--- src/rtl/dram_rr_scheduler_pkg.sv ---
// Shared types and constants for the three-port DRAM round-robin scheduler.
package dram_rr_scheduler_pkg;

   typedef enum logic [1:0] {
      IDLE = 2'd0,
      WAIT = 2'd1,
      DONE = 2'd2
   } state_t;

   localparam int unsigned NPORT = 3;
   localparam int unsigned DW    = 32;
   localparam int unsigned BEW   = 4;

   localparam logic [1:0] PORT_IC  = 2'd0;
   localparam logic [1:0] PORT_DC  = 2'd1;
   localparam logic [1:0] PORT_DBG = 2'd2;

   localparam logic [31:0] DEAD_DATA_DEF = 32'hDEADBEEF;

endpackage

--- src/rtl/dram_rr_scheduler_rr_pick3.sv ---
// Combinational 3-way round-robin chooser: first set req bit at or above ptr, mod 3.
module rr_pick3
   import dram_rr_scheduler_pkg::*;
(
   input  logic [NPORT-1:0] req,
   input  logic [1:0]       ptr,
   output logic [1:0]       gnt_idx,
   output logic             any
);

   logic [NPORT-1:0][1:0] w_order;

   // w_order[0] is the highest-priority candidate; lower slots overwrite higher ones
   always_comb begin
      w_order = {PORT_DBG, PORT_DC, PORT_IC};
      gnt_idx = PORT_IC;
      any     = |req;
      case (ptr)
         PORT_DC:  w_order = {PORT_IC, PORT_DBG, PORT_DC};
         PORT_DBG: w_order = {PORT_DC, PORT_IC, PORT_DBG};
         default:  w_order = {PORT_DBG, PORT_DC, PORT_IC};
      endcase
      if (req[w_order[2]]) gnt_idx = w_order[2];
      if (req[w_order[1]]) gnt_idx = w_order[1];
      if (req[w_order[0]]) gnt_idx = w_order[0];
   end

endmodule

--- src/rtl/dram_rr_scheduler.sv ---
// Round-robin sharing of one DRAM port between I-cache, D-cache and debug/loader,
// one transaction outstanding, with response watchdog and per-port grant counters.
module dram_rr_scheduler
   import dram_rr_scheduler_pkg::*;
#(
   parameter int unsigned MEM_SCALE = 27,
   parameter int unsigned TIMEOUT   = 4096,
   parameter logic [31:0] DEAD_DATA = DEAD_DATA_DEF
) (
   input  logic                       clk,
   input  logic                       rst_x,
   input  logic [NPORT-1:0]           req,
   input  logic [NPORT*MEM_SCALE-1:0] addr,
   input  logic [NPORT*DW-1:0]        wdata,
   input  logic [NPORT*BEW-1:0]       we,
   output logic [DW-1:0]              rdata,
   output logic [NPORT-1:0]           valid,
   output logic [NPORT-1:0]           written,
   output logic                       dram_oe,
   output logic [MEM_SCALE-1:0]       dram_addr,
   output logic [DW-1:0]              dram_wdata,
   output logic [BEW-1:0]             dram_we,
   input  logic [DW-1:0]              dram_rdata,
   input  logic                       dram_valid,
   input  logic                       dram_written,
   output logic                       err_timeout,
   output logic                       err_stray,
   output logic [NPORT*DW-1:0]        grant_cnt
);

   localparam int unsigned    WD_W    = 32;
   localparam logic           WD_EN   = (TIMEOUT != 0);
   localparam logic [WD_W-1:0] WD_LAST = (TIMEOUT == 0) ? '0 : WD_W'(TIMEOUT - 1);

   state_t                      r_state, w_state_nxt;
   logic [1:0]                  r_ptr, w_ptr_nxt;
   logic [1:0]                  r_port, w_port_nxt;
   logic                        r_is_wr, w_is_wr_nxt;
   logic [WD_W-1:0]             r_wd, w_wd_nxt;
   logic [DW-1:0]               r_rdata, w_rdata_nxt;
   logic [NPORT-1:0]            r_valid, w_valid_nxt;
   logic [NPORT-1:0]            r_written, w_written_nxt;
   logic                        r_oe, w_oe_nxt;
   logic [MEM_SCALE-1:0]        r_addr, w_addr_nxt;
   logic [DW-1:0]               r_wdata, w_wdata_nxt;
   logic [BEW-1:0]              r_we, w_we_nxt;
   logic                        r_err_to, w_err_to_nxt;
   logic                        r_err_st, w_err_st_nxt;
   logic [NPORT-1:0][DW-1:0]    r_cnt, w_cnt_nxt;

   logic [NPORT-1:0][MEM_SCALE-1:0] w_addr_v;
   logic [NPORT-1:0][DW-1:0]        w_wdata_v;
   logic [NPORT-1:0][BEW-1:0]       w_we_v;
   logic [1:0]                      w_gnt;
   logic                            w_any;
   logic [BEW-1:0]                  w_gnt_we;
   logic                            w_match, w_wrong, w_timeout;

   assign w_addr_v  = addr;
   assign w_wdata_v = wdata;
   assign w_we_v    = we;

   rr_pick3 u_pick (
      .req     (req),
      .ptr     (r_ptr),
      .gnt_idx (w_gnt),
      .any     (w_any)
   );

   // I-cache is read-only: its byte enables never reach DRAM
   assign w_gnt_we  = (w_gnt == PORT_IC) ? '0 : w_we_v[w_gnt];
   assign w_match   = r_is_wr ? dram_written : dram_valid;
   assign w_wrong   = r_is_wr ? dram_valid : dram_written;
   assign w_timeout = WD_EN && (r_wd == WD_LAST);

   always_ff @(posedge clk or negedge rst_x) begin
      if (!rst_x) begin
         r_state   <= IDLE;
         r_ptr     <= '0;
         r_port    <= '0;
         r_is_wr   <= 1'b0;
         r_wd      <= '0;
         r_rdata   <= '0;
         r_valid   <= '0;
         r_written <= '0;
         r_oe      <= 1'b0;
         r_addr    <= '0;
         r_wdata   <= '0;
         r_we      <= '0;
         r_err_to  <= 1'b0;
         r_err_st  <= 1'b0;
         r_cnt     <= '0;
      end else begin
         r_state   <= w_state_nxt;
         r_ptr     <= w_ptr_nxt;
         r_port    <= w_port_nxt;
         r_is_wr   <= w_is_wr_nxt;
         r_wd      <= w_wd_nxt;
         r_rdata   <= w_rdata_nxt;
         r_valid   <= w_valid_nxt;
         r_written <= w_written_nxt;
         r_oe      <= w_oe_nxt;
         r_addr    <= w_addr_nxt;
         r_wdata   <= w_wdata_nxt;
         r_we      <= w_we_nxt;
         r_err_to  <= w_err_to_nxt;
         r_err_st  <= w_err_st_nxt;
         r_cnt     <= w_cnt_nxt;
      end
   end

   always_comb begin
      w_state_nxt   = r_state;
      w_ptr_nxt     = r_ptr;
      w_port_nxt    = r_port;
      w_is_wr_nxt   = r_is_wr;
      w_wd_nxt      = r_wd;
      w_rdata_nxt   = r_rdata;
      w_valid_nxt   = '0;
      w_written_nxt = '0;
      w_oe_nxt      = 1'b0;
      w_addr_nxt    = r_addr;
      w_wdata_nxt   = r_wdata;
      w_we_nxt      = r_we;
      w_err_to_nxt  = r_err_to;
      w_err_st_nxt  = r_err_st;
      w_cnt_nxt     = r_cnt;
      case (r_state)
         IDLE: begin
            if (dram_valid || dram_written) w_err_st_nxt = 1'b1;
            if (w_any) begin
               w_port_nxt       = w_gnt;
               w_is_wr_nxt      = |w_gnt_we;
               w_addr_nxt       = w_addr_v[w_gnt];
               w_wdata_nxt      = w_wdata_v[w_gnt];
               w_we_nxt         = w_gnt_we;
               w_oe_nxt         = 1'b1;
               w_wd_nxt         = '0;
               w_cnt_nxt[w_gnt] = r_cnt[w_gnt] + DW'(1);
               w_state_nxt      = WAIT;
            end
         end
         WAIT: begin
            if (w_wrong) w_err_st_nxt = 1'b1;
            if (w_match || w_timeout) begin
               w_state_nxt = DONE;
               if (!w_match) w_err_to_nxt = 1'b1;
               if (r_is_wr) begin
                  w_written_nxt[r_port] = 1'b1;
               end else begin
                  w_valid_nxt[r_port] = 1'b1;
                  w_rdata_nxt         = w_match ? dram_rdata : DEAD_DATA;
               end
            end else begin
               w_wd_nxt = r_wd + WD_W'(1);
            end
         end
         DONE: begin
            if (dram_valid || dram_written) w_err_st_nxt = 1'b1;
            w_ptr_nxt   = (r_port == PORT_DBG) ? PORT_IC : r_port + 2'd1;
            w_state_nxt = IDLE;
         end
         default: w_state_nxt = IDLE;
      endcase
   end

   assign rdata       = r_rdata;
   assign valid       = r_valid;
   assign written     = r_written;
   assign dram_oe     = r_oe;
   assign dram_addr   = r_addr;
   assign dram_wdata  = r_wdata;
   assign dram_we     = r_we;
   assign err_timeout = r_err_to;
   assign err_stray   = r_err_st;
   assign grant_cnt   = r_cnt;

endmodule
--- config.mk ---
export PLATFORM = sky130hd
export DESIGN_NAME = dram_rr_scheduler
export DESIGN_NICKNAME = d
export VERILOG_FILES = /design/src/rtl/dram_rr_scheduler_pkg.sv /design/src/rtl/dram_rr_scheduler_rr_pick3.sv /design/src/rtl/dram_rr_scheduler.sv
export SDC_FILE = /design/constraint.sdc
export NUM_CORES = 1
export LEC_CHECK = 0
export BUFFER_PORTS_ARGS = -buffer_cell sky130_fd_sc_hd__buf_4
export CORE_AREA = 8 8 161 163
export DETAILED_ROUTE_END_ITERATION = 12
export DIE_AREA = 0 0 169 171
export GPL_TIMING_DRIVEN = 0
export PLACE_DENSITY_LB_ADDON = 0.12
export SLEW_MARGIN = 10
export SYNTH_ARGS = -nofsm -noshare
export SYNTH_HDL_FRONTEND = slang
export SYNTH_HIERARCHICAL = 1
export SYNTH_SLANG_ARGS = --single-unit
export TNS_END_PERCENT = 20
--- constraint.sdc ---
create_clock -name clk -period 7.05 [get_ports clk]
set_input_delay 1.41 -clock clk [delete_from_list [all_inputs] [get_ports clk]]
set_output_delay 1.41 -clock clk [all_outputs]
set_load 0.01 [all_outputs]
==> results.yml <==
detailed_routing:
  post_drt_wl_per_cell_um: 20.6
  antenna_violating_nets_post_route: 0
  vias_per_cell: 5.50
  route.final.wire_length_um: 42100
  via_total_after_detailed_routing: 11200
  detail_route.first_pass.iterations: 5
  drt_iter0_drc: 1014
  drc: 0
worst_setup_path:
  worst_r2r_endpoint: "grant_cnt[71]"
  cpPeakStageDelay_ns: 0.57
  critical_path.endpoint_type: "flop"
  worst-endpoint-arrival_ns: 5.14
  slowest_cell_on_the_critical_path: "sky130_fd_sc_hd__clkbuf_1"
  worstPathMaxFanout: 10
  timing.reg2reg.worst_path_depth: 13
  critical_path_class: "primary input to flop"
  r2r-start: "r_ptr[0]"
  worst_ep_required_time_ns: 7.49
  cpMostUsedCell: "sky130_fd_sc_hd__clkbuf_1"
  timing.reg2reg.setup_slack_ns: 2.62
  critPathLaunchType: "primary input"
  path_cells: "buf_4, inv_1, maj3_2, o221a_1, clkbuf_1, clkbuf_1, buf_2, nor2_1, nand2_1, clkbuf_1, clkbuf_1, nand2_1, o21ai_0"
synth:
  postSynthCellCount: 1253
  yosysSeqAreaShare_pct: 50.9
  async_reset_ff_share_pct: 100
  syn_area_per_cell_um2: 9.37
  synthesis.nets: 1485
  synth.cell_area_mm2: 0.0117
  synth.yosys.warnings: 6
  count_of_flip_flops_with_a_built_in_enable_after_synthesis: 0
  ys_seq_elements: 239
  synth_top_flop_cell: "sky130_fd_sc_hd__dfrtp_1"
  netlist-cell-type-count: 58
hold_path:
  hold_class: "flop to flop"
  hold_path_startpoint: "grant_cnt[95]"
  hold_depth: 1
  min_to: "grant_cnt[95]"
global_routing:
  grt_max_degree: 101
  grt_first_pass_wirelength_um: 63500
  number_of_global_route_vias_before_repair: 11300
  globalRouteOverflowTotal: 0
  grtUsageTotal_pct: 27.6
  antenna_violations_before_repair: 1
placed_design:
  dp_hpwl_um: 31800
  buffers_added_on_ports: 423
  final_weighted_congestion_in_routability_driven_placement: 0.904
pwr:
  p_sw_share_pct: 38.8
  total_leakage_power_nw: 7.77
  internal-power_mw: 3.53
  vdd_ir_drop_max_uv: 173
  clock_share_of_power_pct: 24.9
  powerDensity_mw_per_mm2: 355
  power.share.sequential_pct: 33.0
  combPwrFrac_pct: 42.1
  netSwitchingPower_mw: 2.25
floorplan:
  die_area_mm2: 0.0289
  placementRows: 56
  chipWidth_um: 169
  ioPinCount: 428
  floorplan.initialDensity_pct: 50.5
  core_region_area_mm2: 0.0233
  floorplan_die_height_um: 171
clocking:
  cts_hold_repair.buffers: 0
  post_cts.resized_instances: 0
  root_buffer: "sky130_fd_sc_hd__clkbuf_16"
  max-clock-path-buffers: 3
  post-cts-setup-buffer-count: 0
  tritoncts: "done"
  clock-sinks: 239
  clock_insertion_delay_worst_skew_ns: 0.52
  tritoncts.num_buffers: 26
  clock_tree.htree_level_count: 1
  clk_pin_slew_worst_paths_ns: 0.06
sta:
  final.min_clock_period_ns: 4.70
  hold_viol_final: 0
  worst_pin_slew_ns: 1.21
  report.final.slew_viol_count: 0
  setup_tns_ns: 0
  final.hold.worst_slack_ns: 0.473
  min_period_over_period_pct: 66.7
  max-slew-margin-rel_pct: 19.1
  finalSetupViolCount: 0
  clock_skew_ns: 0.00663
  maximum_clock_frequency_mhz: 213
  rsz_0062_raised_after_global_routing: "no"
cells_and_area:
  nets: 1938
  flow.area_growth_from_synthesis_pct: 38.8
  fraction_of_final_layout_cells_sized_beyond_drive_strength_1_pct: 30.1
job:
  number_of_max_cap_violations: 0
outcome:
  status: "completed"
-- through the flow --
stage	cells	power [mW]	util, %	worst slack (ns)	cell area [um^2]
floorplan	1253	3.20	-	3.12	11700
global placement	1995	4.31	65.8	2.00	15300
detailed placement	1997	4.36	66.1	1.95	15400
CTS	2045	5.81	70.0	2.41	16300
global route	2045	6.11	70.0	2.18	16300
finish	2046	5.78	70.0	2.35	16300
-- cell families after synthesis --
kind of cell	count (synthesis)	share of synthesized area [%]
AO/OA/AOI/OAI	290	13.9
flip-flops	239	50.9
buffers and inverters	94	3.53
AND/OR/NAND/NOR	455	17.0
XOR/XNOR	59	4.40
multiplexers	111	9.69
adder cells (fa/ha/maj)	5	0.522
-- power groups by stage --
| stage | combinational [mW] | sequential (mW) | clock [mW] |
|---|---|---|---|
| 2_1_floorplan | 1.16 | 2.04 | 0 |
| 3_3_place_gp | 2.40 | 1.91 | 0 |
| 3_5_place_dp | 2.44 | 1.93 | 0 |
| 4_1_cts | 2.44 | 1.91 | 1.45 |
| 5_1_grt | 2.65 | 1.95 | 1.51 |
| 6_report | 2.43 | 1.91 | 1.44 |
-- worst max-delay path by stage --
stage | start | end | slack, ns
6_report | req[0] | grant_cnt[71] | 2.35
5_1_grt | req[0] | grant_cnt[77] | 2.18
4_1_cts | req[0] | grant_cnt[71] | 2.41
3_5_place_dp | req[0] | grant_cnt[73] | 1.95
3_3_place_gp | req[0] | grant_cnt[73] | 2.00
2_1_floorplan | req[0] | grant_cnt[12] | 3.12
-- critical path: cells and delay by family --
| family | cells | cell delay [ns] |
|---|---|---|
| AO/OA/AOI/OAI | 2 | 0.44 |
| adder cells (fa/ha/maj) | 1 | 0.17 |
| buffers and inverters | 7 | 2.75 |
| AND/OR/NAND/NOR | 3 | 0.34 |
-- flip-flops by register name (all words and copies together) (netlist names), 2 cells and up --
signal	cells
dram_addr	27
r_state	2
r_port	2
dram_wdata	32
grant_cnt	96
r_wd	32
dram_we	4
rdata	32
r_ptr	2
valid	3
written	3
-- cell usage in the layout (no fill, tap or decap), types with 18 or more instances in the layout --
master                      count
sky130_fd_sc_hd__xor2_1        48
sky130_fd_sc_hd__nor2_1       150
sky130_fd_sc_hd__nand4_1       18
sky130_fd_sc_hd__clkbuf_16     27
sky130_fd_sc_hd__clkbuf_1      56
sky130_fd_sc_hd__dfrtp_1      239
sky130_fd_sc_hd__mux2i_1       93
sky130_fd_sc_hd__o2bb2ai_1     26
sky130_fd_sc_hd__buf_4        424
sky130_fd_sc_hd__nand3_1       27
sky130_fd_sc_hd__nand2_1      207
sky130_fd_sc_hd__o21ai_0      160
sky130_fd_sc_hd__a21oi_1       65
-- cells in the mapped netlist, types with 2 or more instances --
cell type / number / share of area, %
sky130_fd_sc_hd__dfrtp_1: 239 / 51
sky130_fd_sc_hd__nor3b_1: 3 / 0.19
sky130_fd_sc_hd__nand3_1: 27 / 1.2
sky130_fd_sc_hd__a32o_1: 2 / 0.17
sky130_fd_sc_hd__nand2b_1: 2 / 0.11
sky130_fd_sc_hd__and4_1: 2 / 0.15
sky130_fd_sc_hd__xor2_1: 48 / 3.6
sky130_fd_sc_hd__clkbuf_1: 54 / 1.7
sky130_fd_sc_hd__nand4_1: 18 / 0.96
sky130_fd_sc_hd__nor3_2: 3 / 0.26
sky130_fd_sc_hd__buf_1: 10 / 0.32
sky130_fd_sc_hd__ha_1: 4 / 0.43
sky130_fd_sc_hd__buf_2: 10 / 0.43
sky130_fd_sc_hd__and2_1: 3 / 0.16
sky130_fd_sc_hd__nor2_1: 150 / 4.8
sky130_fd_sc_hd__o22ai_1: 2 / 0.11
sky130_fd_sc_hd__or3_1: 2 / 0.11
sky130_fd_sc_hd__a21oi_1: 65 / 2.8
sky130_fd_sc_hd__nand4b_1: 4 / 0.30
sky130_fd_sc_hd__nand3b_1: 2 / 0.13
sky130_fd_sc_hd__o21ai_1: 15 / 0.64
sky130_fd_sc_hd__buf_4: 2 / 0.13
sky130_fd_sc_hd__a221oi_1: 4 / 0.30
sky130_fd_sc_hd__mux2_2: 17 / 1.6
sky130_fd_sc_hd__nor3_1: 5 / 0.21
sky130_fd_sc_hd__xnor2_1: 11 / 0.82
sky130_fd_sc_hd__o41ai_1: 3 / 0.22
sky130_fd_sc_hd__mux2i_1: 93 / 7.9
sky130_fd_sc_hd__nor2b_1: 6 / 0.32
sky130_fd_sc_hd__a21o_1: 3 / 0.19
sky130_fd_sc_hd__and3_1: 5 / 0.27
sky130_fd_sc_hd__nor4_1: 7 / 0.37
sky130_fd_sc_hd__o21ai_0: 160 / 6.8
sky130_fd_sc_hd__or2_2: 2 / 0.11
sky130_fd_sc_hd__nand2_1: 207 / 6.6
sky130_fd_sc_hd__buf_6: 4 / 0.38
sky130_fd_sc_hd__inv_1: 13 / 0.42
sky130_fd_sc_hd__o2bb2ai_1: 26 / 1.9
-- per-layer routing --
layer  wire (um)  vias up  GRT usage, %  part of all wire (%)
li1            -     5232             -                     -
met1       17200     5463          36.2                    41
met2       20400      463          45.8                    48
met3        3400       85          5.95                   8.1
met4        1130        0          7.46                   2.7
met5           0        -             0                     0
-- layout make-up --
class | instances | area, um^2
well taps | 319 | 399
multi-input cells | 920 | 5350
repair buffers | 425 | 3240
fillers | 1896 | 6970
diodes | 1 | 2.50
clock inverters | 13 | 145
clock buffers | 35 | 766
inverters | 13 | 48.8
plain buffers | 81 | 365
flip-flops and latches | 239 | 5980
Note: power is estimated with default switching activity, not from simulation.
